### src/rtl/chunked_subtractor.sv
// chunked_subtractor: multi-cycle Y = A - B, one W-bit chunk per clock LSB first; ports clk, rst, start, A, B in; busy, done, Y, borrow, zero out
module chunked_subtractor #(
  parameter int N = 32,
  parameter int W = 8
) (
  input  logic         clk,
  input  logic         rst,
  input  logic         start,
  input  logic [N-1:0] A,
  input  logic [N-1:0] B,
  output logic         busy,
  output logic         done,
  output logic [N-1:0] Y,
  output logic         borrow,
  output logic         zero
);
  localparam int C = N / W;
  localparam int KW = C > 1 ? $clog2(C) : 1;
  typedef enum logic [1:0] {IDLE, RUN, DONE} state_t;
  state_t state_q, state_d;
  logic [N-1:0] a_q, a_d, b_q, b_d, y_q, y_d;
  logic [KW-1:0] k_q, k_d;
  logic bin_q, bin_d, borrow_q, borrow_d, zero_q, zero_d, busy_q, busy_d, done_q, done_d;
  logic [W:0] diff;
  assign diff = {1'b0, a_q[k_q*W +: W]} - {1'b0, b_q[k_q*W +: W]} - {{W{1'b0}}, bin_q};
  always_comb begin
    state_d  = state_q;
    a_d      = a_q;
    b_d      = b_q;
    y_d      = y_q;
    k_d      = k_q;
    bin_d    = bin_q;
    borrow_d = borrow_q;
    zero_d   = zero_q;
    busy_d   = busy_q;
    done_d   = 1'b0;
    case (state_q)
      IDLE: if (start) begin
        state_d  = RUN;
        a_d      = A;
        b_d      = B;
        y_d      = '0;
        k_d      = '0;
        bin_d    = 1'b0;
        borrow_d = 1'b0;
        zero_d   = 1'b0;
        busy_d   = 1'b1;
      end
      RUN: begin
        y_d[k_q*W +: W] = diff[W-1:0];
        bin_d = diff[W];
        k_d   = k_q + 1'b1;
        if (k_q == KW'(C - 1)) begin
          state_d  = DONE;
          k_d      = '0;
          borrow_d = diff[W];
          zero_d   = (y_d == '0);
          done_d   = 1'b1;
        end
      end
      DONE: begin
        state_d = IDLE;
        busy_d  = 1'b0;
      end
      default: state_d = IDLE;
    endcase
  end
  always_ff @(posedge clk) begin
    if (rst) begin
      state_q  <= IDLE;
      a_q      <= '0;
      b_q      <= '0;
      y_q      <= '0;
      k_q      <= '0;
      bin_q    <= 1'b0;
      borrow_q <= 1'b0;
      zero_q   <= 1'b0;
      busy_q   <= 1'b0;
      done_q   <= 1'b0;
    end else begin
      state_q  <= state_d;
      a_q      <= a_d;
      b_q      <= b_d;
      y_q      <= y_d;
      k_q      <= k_d;
      bin_q    <= bin_d;
      borrow_q <= borrow_d;
      zero_q   <= zero_d;
      busy_q   <= busy_d;
      done_q   <= done_d;
    end
  end
  assign busy   = busy_q;
  assign done   = done_q;
  assign Y      = y_q;
  assign borrow = borrow_q;
  assign zero   = zero_q;
endmodule

### config.mk
export PLATFORM = sky130hd
export DESIGN_NAME = chunked_subtractor
export DESIGN_NICKNAME = d
export VERILOG_FILES = /design/src/rtl/chunked_subtractor.sv
export SDC_FILE = /design/constraint.sdc
export NUM_CORES = 1
export LEC_CHECK = 0
export ABC_CLOCK_PERIOD_IN_PS = 11600
export BUFFER_PORTS_ARGS = -buffer_cell sky130_fd_sc_hd__buf_4
export CORE_MARGIN = 1
export CORE_UTILIZATION = 45
export CTS_BUF_LIST = sky130_fd_sc_hd__clkbuf_8 sky130_fd_sc_hd__clkbuf_16
export DETAILED_ROUTE_END_ITERATION = 16
export PLACE_DENSITY = 0.72
export SLEW_MARGIN = 10
export SYNTH_ARGS = -nofsm -noshare
export SYNTH_HDL_FRONTEND = slang
export SYNTH_SLANG_ARGS = --single-unit
### constraint.sdc
create_clock -name clk -period 11.6 [get_ports clk]
set_clock_uncertainty 0.15 [all_clocks]
set_input_delay 2.9 -clock clk [delete_from_list [all_inputs] [get_ports clk]]
set_output_delay 2.9 -clock clk [all_outputs]
set_load 0.02 [all_outputs]
---- Word-level counts from Yosys, hierarchy flattened ----
Index checks and enable logic that the tools add are counted.
word-level totals
  register bits ........................... 105
  output and inout port bits .............. 36
  word-level logic and storage cells ...... 52
  input port bits ......................... 67
operators by class
  bitwise logic cells ..................... 1
  equality and inequality tests ........... 5
  multiplexer cells ....................... 18
  reduce and logical (&&, ||, !) cells .... 10
  shifts and indexed selects .............. 4
  add/subtract/negate cells ............... 4
operators by type and width
  cell                     count
  $pmux 32 s2              1
  $shiftx 32x6->8          2
  $neg 5->34               1
  $shift 8x34->32 const A  1
  $shiftx 8x34->32         1
  $bwmux 32                1
  $logic_not 32->1         1
  $mux 32                  1
  $sub 8x8->9              1
  $sub 9x1->9              1
  $mux 2                   4
  $pmux 1 s2               4
  $pmux 2 s2               2
  $reduce_and 2->1         4
  $mux 1                   5
  $eq 2x2->1 const B       2
  $ne 2x2->1 const B       2
  $reduce_bool 2->1        2
  $reduce_and 3->1         1
  $add 2x1->2 const B      1
  $eq 2x1->1 const B       1
  $logic_not 2->1          1
  $reduce_or 2->1          1
  $not 1->1                1

---- Depth between registers and ports, before layout ----
Gate-level depths: netlist of the first run.
  depth after elaboration ................. 8
  gate-level depth with buffers ........... 13
  mapped depth without buffers ............ 11

---- Worst setup path after synthesis of the first run ----
Ideal clock, no wire load.
  kind .................................... input port to flip-flop
  start ................................... in start
  end ..................................... reg a_q[10]
  path buffers ............................ 2
  arrival ................................. 3.968 ns
  cell stages on the path ................. 5
  setup slack ............................. 7.411 ns
  cell sequence ........................... nor3b_1 > clkbuf_1 > buf_1 > nand2_1 > a21oi_1
on the way
  longest elaborated chain between the ends .. 1
RTL lines
  element                     RTL line  text
  start: declaration          8         input logic start,
  $reduce_and 2->1 (no line)  --
  end signal: assignment      71        a_q <= '0;
  end signal: assignment      82        a_q <= a_d;
  end: declaration            21        logic [N-1:0] a_q, a_d, b_q, b_d, y_q, y_d;
No other way between the ends.
A chain may end at the register's enable or synchronous reset.

---- Worst setup path in the final report of the first run ----
  start ................................... in start
  end ..................................... reg y_q[11] (netlist: Y[11])
on the way
  longest elaborated chain between the ends .. 2
RTL lines
  element                     RTL line  text
  $ne 2x2->1 (no line)        --
  $reduce_and 2->1 (no line)  --
  end signal: assignment      84        y_q <= y_d;
  end: declaration            21
No other way between the ends.

==> results of run 1 <==
==> logic make-up after synthesis <==
logic type	count (synthesis)	share of synthesized area
multiplexers	17	0.0770
adder cells (fa/ha/maj)	20	0.0552
AND/OR/NAND/NOR	221	0.194
XOR/XNOR	7	0.0128
AO/OA/AOI/OAI	136	0.176
buffers and inverters	61	0.0481
flip-flops	105	0.437
==> tightest hold or removal path, cell delays in order (launching register included) <==
cell     delay [ns]
dfxtp_1        0.31
nand2_1        0.05
a21oi_1        0.05
==> state kept, by name, summed over array words and instances, names as in the netlist <==
register  cells
zero          1
done          1
a_q          32
bin_q         1
state_q       2
busy          1
borrow        1
b_q          32
k_q           2
Y            32
==> cell usage after synthesis (3+ instances only) <==
cell	instances	area, um^2
nor2_1	47	176
ha_1	18	225
nand2_1	136	510
a31oi_1	4	25.0
nor3_1	9	45.0
mux4_2	16	360
xnor2_1	5	43.8
a21oi_1	78	390
and2_1	4	25.0
inv_1	27	101
buf_1	5	18.8
clkbuf_1	27	101
nand3b_1	4	30.0
nand2b_1	4	25.0
nor4_1	5	31.3
o21ai_0	3	15.0
a22oi_1	31	233
dfxtp_1	105	2100
a21o_1	3	22.5
==> report_power, final <==
| group | switching [W] | leakage, nW | internal, W | total (W) |
|---|---|---|---|---|
| Combinational | 0.000129 | 1.43 | 0.0000808 | 0.000210 |
| Sequential | 0.00000936 | 0.857 | 0.000378 | 0.000387 |
| Clock | 0.000123 | 0.0909 | 0.0000825 | 0.000205 |
| Total | 0.000261 | 2.38 | 0.000541 | 0.000802 |
==> routing by layer <==
metal	vias up	wire length, um	GRT usage
met2	134	5450	0.352
met3	19	619	0.0315
li1	2113	-	-
met5	-	0	0
met1	1956	5420	0.294
met4	0	208	0.0996
==> layout make-up <==
class / instances / area, um^2 / share of cell area
Multi-Input combinational cell: 401 / 2480 / 0.426
Sequential cell: 105 / 2100 / 0.361
Timing Repair Buffer: 106 / 796 / 0.137
Tap cell: 136 / 170 / 0.0292
Clock buffer: 10 / 138 / 0.0236
Inverter: 27 / 101 / 0.0174
Clock inverter: 6 / 36.3 / 0.00623
==> placed cells by master, fill, tap and decap left out, types with 3 or more instances in the layout <==
master    synthesis  layout
nand2_1         136     136
a22oi_1          31      31
nor2_1           47      47
nor4_1            5       5
a21oi_1          78      78
a31oi_1           4       4
a21o_1            3       3
ha_1             18      18
clkbuf_8          0      10
mux4_2           16      16
nand2b_1          4       4
o21ai_0           3       3
nand3b_1          4       4
and2_1            4       4
nor3_1            9       9
dfxtp_1         105     105
inv_1            27      29
buf_4             0     106
xnor2_1           5       5
==> worst max path at each step <==
stage	start	end	slack, ns	cells past startpoint
6_report	start	Y[11]	7.32	7
5_1_grt	start	Y[4]	7.13	7
4_1_cts	start	Y[11]	7.33	7
3_5_place_dp	start	Y[11]	6.93	7
3_3_place_gp	start	Y[3]	7.00	7
2_1_floorplan	start	a_q[10]	7.41	5
==> metrics by stage <==
stage               instance area [um^2]  total power, W
floorplan                           4810        0.000534
detailed placement                  5650        0.000603
global placement                    5650        0.000597
global route                        5820        0.000842
CTS                                 5820        0.000803
finish                              5820        0.000802
==> run_results.csv, run 1 <==
group,metric,value,unit
yosys,synth_area,4810,um^2
worst_setup_path,critPathLaunchType,"primary input",
sta,tns,0,ns
worst_setup_path,cp_num_buf_inv,2,
sta,drv_slew,0,
worst_setup_path,critPathTopFamily,"buffers and inverters",
sta,tightest_slew,1.05,ns
placement,dpl.cell_count,775,
worst_setup_path,cp.required,11.75,ns
sta,holdWs,0.303,ns
worst_setup_path,r2r_cells,10,
yosys,synth-warning-count,0,
sta,fin_crit_sh,0.369,
yosys,synthFlopType,"dfxtp_1",
placement,gp_congestion,0.911,
sta,layout_setup_ws,7.32,ns
yosys,ys_types,46,
cells_and_area,area_growth,21.1,%
cts,ctsResizeCount,0,
worst_setup_path,end_kind,"flip-flop",
cells_and_area,utilization,0.564,
cts,root_buffer,"clkbuf_8",
cells_and_area,antenna_cells,0,
floorplanning,io_pins,103,
pwr,leakage,2.38,nW
sta,setup_violations,0,
yosys,synth-edff-count,0,
worst_setup_path,worst_path_most_repeated_cell,"buf_4",
global_routing,antenna_found_initial,0,
placement,hpwl,8210,um
placement,detailedPlace.worstSlack,6.93,ns
floorplanning,num_rows,37,
min_path,holdPathEnd,"b_q[20]",
detailed_routing,wirelength,11700,um
detailed_routing,dr.pass1.iters,5,
global_routing,grt.overflow.total,0,
floorplanning,die-area,11100,um^2
floorplanning,core_area,10300,um^2
detailed_routing,wl_per_cell,14.8,um
detailed_routing,drt_iter0_markers,226,
worst_setup_path,r2r_setup_slack,7.70,ns
yosys,synthesis.nets,654,
floorplanning,die_w,105,um
yosys,ys_ff_latch,105,
status,status,"completed",
global_routing,grt_pass1_wl,19300,um
cts,cts_buffers,9,
run,drv_cap,0,
cts,cts_tree,"done",
worst_setup_path,cp_cell_sequence,"buf_4 > nand3b_1 > buf_4 > nand2_1 > o21ai_1 > a22oi_1 > nor2_1",
yosys,synthArstFlopShare,0,
worst_setup_path,critPathKind,"primary input to flip-flop",
cts,clockBufferDepth,2,
worst_setup_path,critPathArrivalTime,4.43,ns
yosys,synth.avg_cell_area,8.48,um^2
worst_setup_path,timing.rr.end,"Y[30]",
global_routing,grt_usage,0.220,
min_path,hold_start,"b_q[20]",
min_path,min_path_cells,2,
cts,cts_sinks,105,
min_path,hold_class,"flip-flop to flip-flop",
detailed_routing,drc,0,
cells_and_area,stdcell_count,791,
detailed_routing,drt-vias-per-instance,5.34,
cts,clock_latency,0.37,ns
yosys,ys_seq_area_frac,0.437,
placement,io_buffers,102,
worst_setup_path,cp_slowest_cell,"buf_4",
global_routing,grt_start_max_net_pins,107,
sta,rsz0062_at_grt,"no",
sta,clock.fmax,233,MHz
yosys,synthCells,567,
sta,period_minus_slack,4.28,ns
detailed_routing,final_antenna_net_count,0,
worst_setup_path,timing.rr.start,"k_q[0]",
cts,cts-htree-levels,3,
worst_setup_path,crit_fanout,71,
floorplanning,initial_core_util,0.466,
floorplanning,die_h,105,um
detailed_routing,vias,4222,
cts,post_cts_buffers,0,
sta,slew_headroom,0.301,
cts,clk_pin_slew,0.09,ns
global_routing,grt_pass1_vias,4040,
cells_and_area,final_nets,737,
pwr,peakVddDrop,0.0000829,V
cts,hold_buffers,0,
worst_setup_path,cpPeakStageDelay,0.56,ns
cells_and_area,drive_above_1_share,0.215,
cells_and_area,nFillCells,938,
sta,hold_violations,0,
pwr,powerDensity,138,nW/um^2
No activity file was read; power rests on OpenSTA's default activity.
==> run 2: changes to the inputs <==
Settings changed: ABC_AREA set to 1, ABC_CLOCK_PERIOD_IN_PS 11600 to 3500, PLACE_DENSITY 0.72 to 0.74.
Clock period 11.6 ns to 3.5 ns, I/O delays scaled along.
==> run 2 against run 1 <==
Sequential share of layout area is 3.8 points lower. Global-route usage grew 2.1 points. Combinational power rose to 4.3 times the previous value. Wire length grew 22%. Utilization up 0.39 points. Largest cell class unchanged.
==> run_results.csv, run 2 <==
group,metric,value,unit
sta,fin_crit_sh,0.933,
pwr,leakage,2.94,nW
pwr,fin_total_pwr,0.00335,W
sta,hold_violations,0,
placement,detailedPlace.worstSlack,0.109,ns
detailed_routing,vias,5318,
cts,root_buffer,"clkbuf_16",
global_routing,grt_pass1_vias,4974,
global_routing,met3_usage,0.0434,
cells_and_area,area_growth,22.8,%
detailed_routing,dr.pass1.iters,5,
min_path,hold_class,"flip-flop to flip-flop",
cts,cts_sinks,105,
worst_setup_path,critPathLaunchType,"flip-flop",
floorplanning,die-area,12200,um^2
cells_and_area,final_nets,964,
global_routing,antenna_found_initial,0,
pwr,powerDensity,514,nW/um^2
yosys,yosysTopAreaCellShare,0.396,
yosys,ys_types,29,
pwr,peakVddDrop,0.000304,V
status,status,"completed",
floorplanning,die_w,111,um
sta,layout_setup_ws,0.233,ns
sta,rsz0062_at_grt,"no",
worst_setup_path,critPathArrivalTime,3.40,ns
cells_and_area,antenna_cells,0,
placement,hpwl,10300,um
cts,clk_pin_slew,0.07,ns
worst_setup_path,cp.required,3.63,ns
global_routing,met2_usage,0.365,
yosys,synth-warning-count,0,
cts,clockBufferDepth,2,
sta,tns,0,ns
cells_and_area,nFillCells,1133,
floorplanning,core_area,11500,um^2
global_routing,grt_pass1_wl,24100,um
worst_setup_path,crit_fanout,27,
floorplanning,num_rows,39,
sta,period_minus_slack,3.27,ns
cts,cts_buffers,9,
worst_setup_path,r2r_setup_slack,0.23,ns
yosys,synthFlopType,"dfxtp_1",
cells_and_area,drive_above_1_share,0.171,
yosys,synth_commonest_cells,"nor2_1, nand2_1, dfxtp_1",
placement,io_buffers,102,
detailed_routing,drc,0,
global_routing,grt.overflow.total,0,
worst_setup_path,critPathKind,"flip-flop to flip-flop",
sta,clock.fmax,306,MHz
yosys,synthesis.nets,883,
cts,clock_latency,0.35,ns
run,drv_cap,0,
detailed_routing,final_antenna_net_count,0,
yosys,synth.avg_cell_area,6.66,um^2
yosys,synth-edff-count,0,
sta,slew_headroom,0.655,
cts,cts-htree-levels,3,
cells_and_area,layout_common_cells,"nor2_1, nand2_1, buf_4",
sta,holdWs,0.327,ns
worst_setup_path,timing.rr.end,"zero",
global_routing,busiest_layer,"met2",
placement,gp_congestion,0.952,
cts,post_cts_buffers,0,
yosys,synth_area,5300,um^2
detailed_routing,wl_per_cell,13.9,um
yosys,synth_top_area_cell,"dfxtp_1",
cells_and_area,final_common_cell,"nor2_1",
detailed_routing,drt_iter0_markers,419,
cells_and_area,ff_latch_area,2110,um^2
yosys,yosysMostFrequentCell,"nor2_1",
global_routing,grt_start_max_net_pins,66,
yosys,ys_ff_latch,105,
yosys,yosys-top-cells-area,"dfxtp_1, nor2_1, nand2_1",
yosys,synthArstFlopShare,0,
cells_and_area,multi_input_area,2800,um^2
worst_setup_path,r2r_cells,18,
sta,setup_violations,0,
sta,drv_slew,0,
detailed_routing,wirelength,14200,um
cts,cts_tree,"done",
worst_setup_path,timing.rr.start,"k_q[0]",
cts,hold_buffers,0,
yosys,synthCells,796,
min_path,min_path_cells,2,
detailed_routing,drt-vias-per-instance,5.19,
cts,ctsResizeCount,0,
worst_setup_path,worstSetupEndpoint,"zero",
floorplanning,io_pins,103,
worst_setup_path,end_kind,"flip-flop",
floorplanning,die_h,111,um
yosys,ys_seq_area_frac,0.396,
worst_setup_path,crit_path_start,"k_q[0]",
global_routing,use_met1,0.349,
global_routing,grt_usage,0.240,
floorplanning,initial_core_util,0.462,
sta,tightest_slew,0.518,ns
-- run 2: worst min-delay path by stage --
stage,start,endpoint
after floorplan,a_q[1],a_q[1]
after global placement,bin_q,bin_q
after detailed placement,a_q[25],a_q[25]
after CTS,bin_q,bin_q
after global routing,bin_q,bin_q
final,bin_q,bin_q
-- run 2: power breakdown --
group | internal, W | switching [W] | leakage, nW
registers | 0.00127 | 0.0000496 | 0.863
logic | 0.000323 | 0.000580 | 1.91
clock network | 0.000643 | 0.000480 | 0.162
total | 0.00224 | 0.00111 | 2.94
-- run 2: cells by family (layout without fill, tap and decap cells) --
kind of cell / after synthesis / in the layout / share of synthesized area
AO/OA/AOI/OAI: 169 / 169 / 0.171
adder cells (fa/ha/maj): 20 / 20 / 0.0500
buffers and inverters: 102 / 188 / 0.0781
flip-flops: 105 / 105 / 0.396
AND/OR/NAND/NOR: 400 / 400 / 0.305
-- run 2: cell type report --
type                    count  area share
multi-input cells         589       0.430
well taps                 143      0.0275
inverters                  57      0.0348
clock inverters             7      0.0169
flip-flops and latches    105       0.323
clock buffers               9      0.0346
repair buffers            114       0.132
repair inverters            1    0.000768
-- run 2: metal layers --
layer	up-vias	routed length (um)	share of wire
met3	15	735	0.052
met2	160	6300	0.44
li1	2731	-	-
met1	2412	6990	0.49
met4	0	184	0.013
met5	-	0	0
-- run 2: critical path, stage by stage (launching register included) --
cell	delay (ns)
dfxtp_4	0.38
buf_6	0.17
o21ai_0	0.15
o22ai_1	0.12
fa_2	0.37
fa_1	0.52
nand3_1	0.15
nor2_1	0.07
nor2_1	0.18
nand2_1	0.07
nor2_1	0.09
nand2_1	0.06
nor2_1	0.10
nand3_1	0.09
nor2_1	0.10
nand4_1	0.08
nor2_1	0.10
nand4_1	0.09
a21oi_1	0.13
-- run 2: metrics by stage --
step,utilization,instance area [um^2],instances
after floorplan,-,5300,796
after global placement,0.536,6150,1008
after detailed placement,0.536,6150,1008
after CTS,0.566,6490,1024
after global routing,0.568,6510,1025
final,0.568,6510,1025
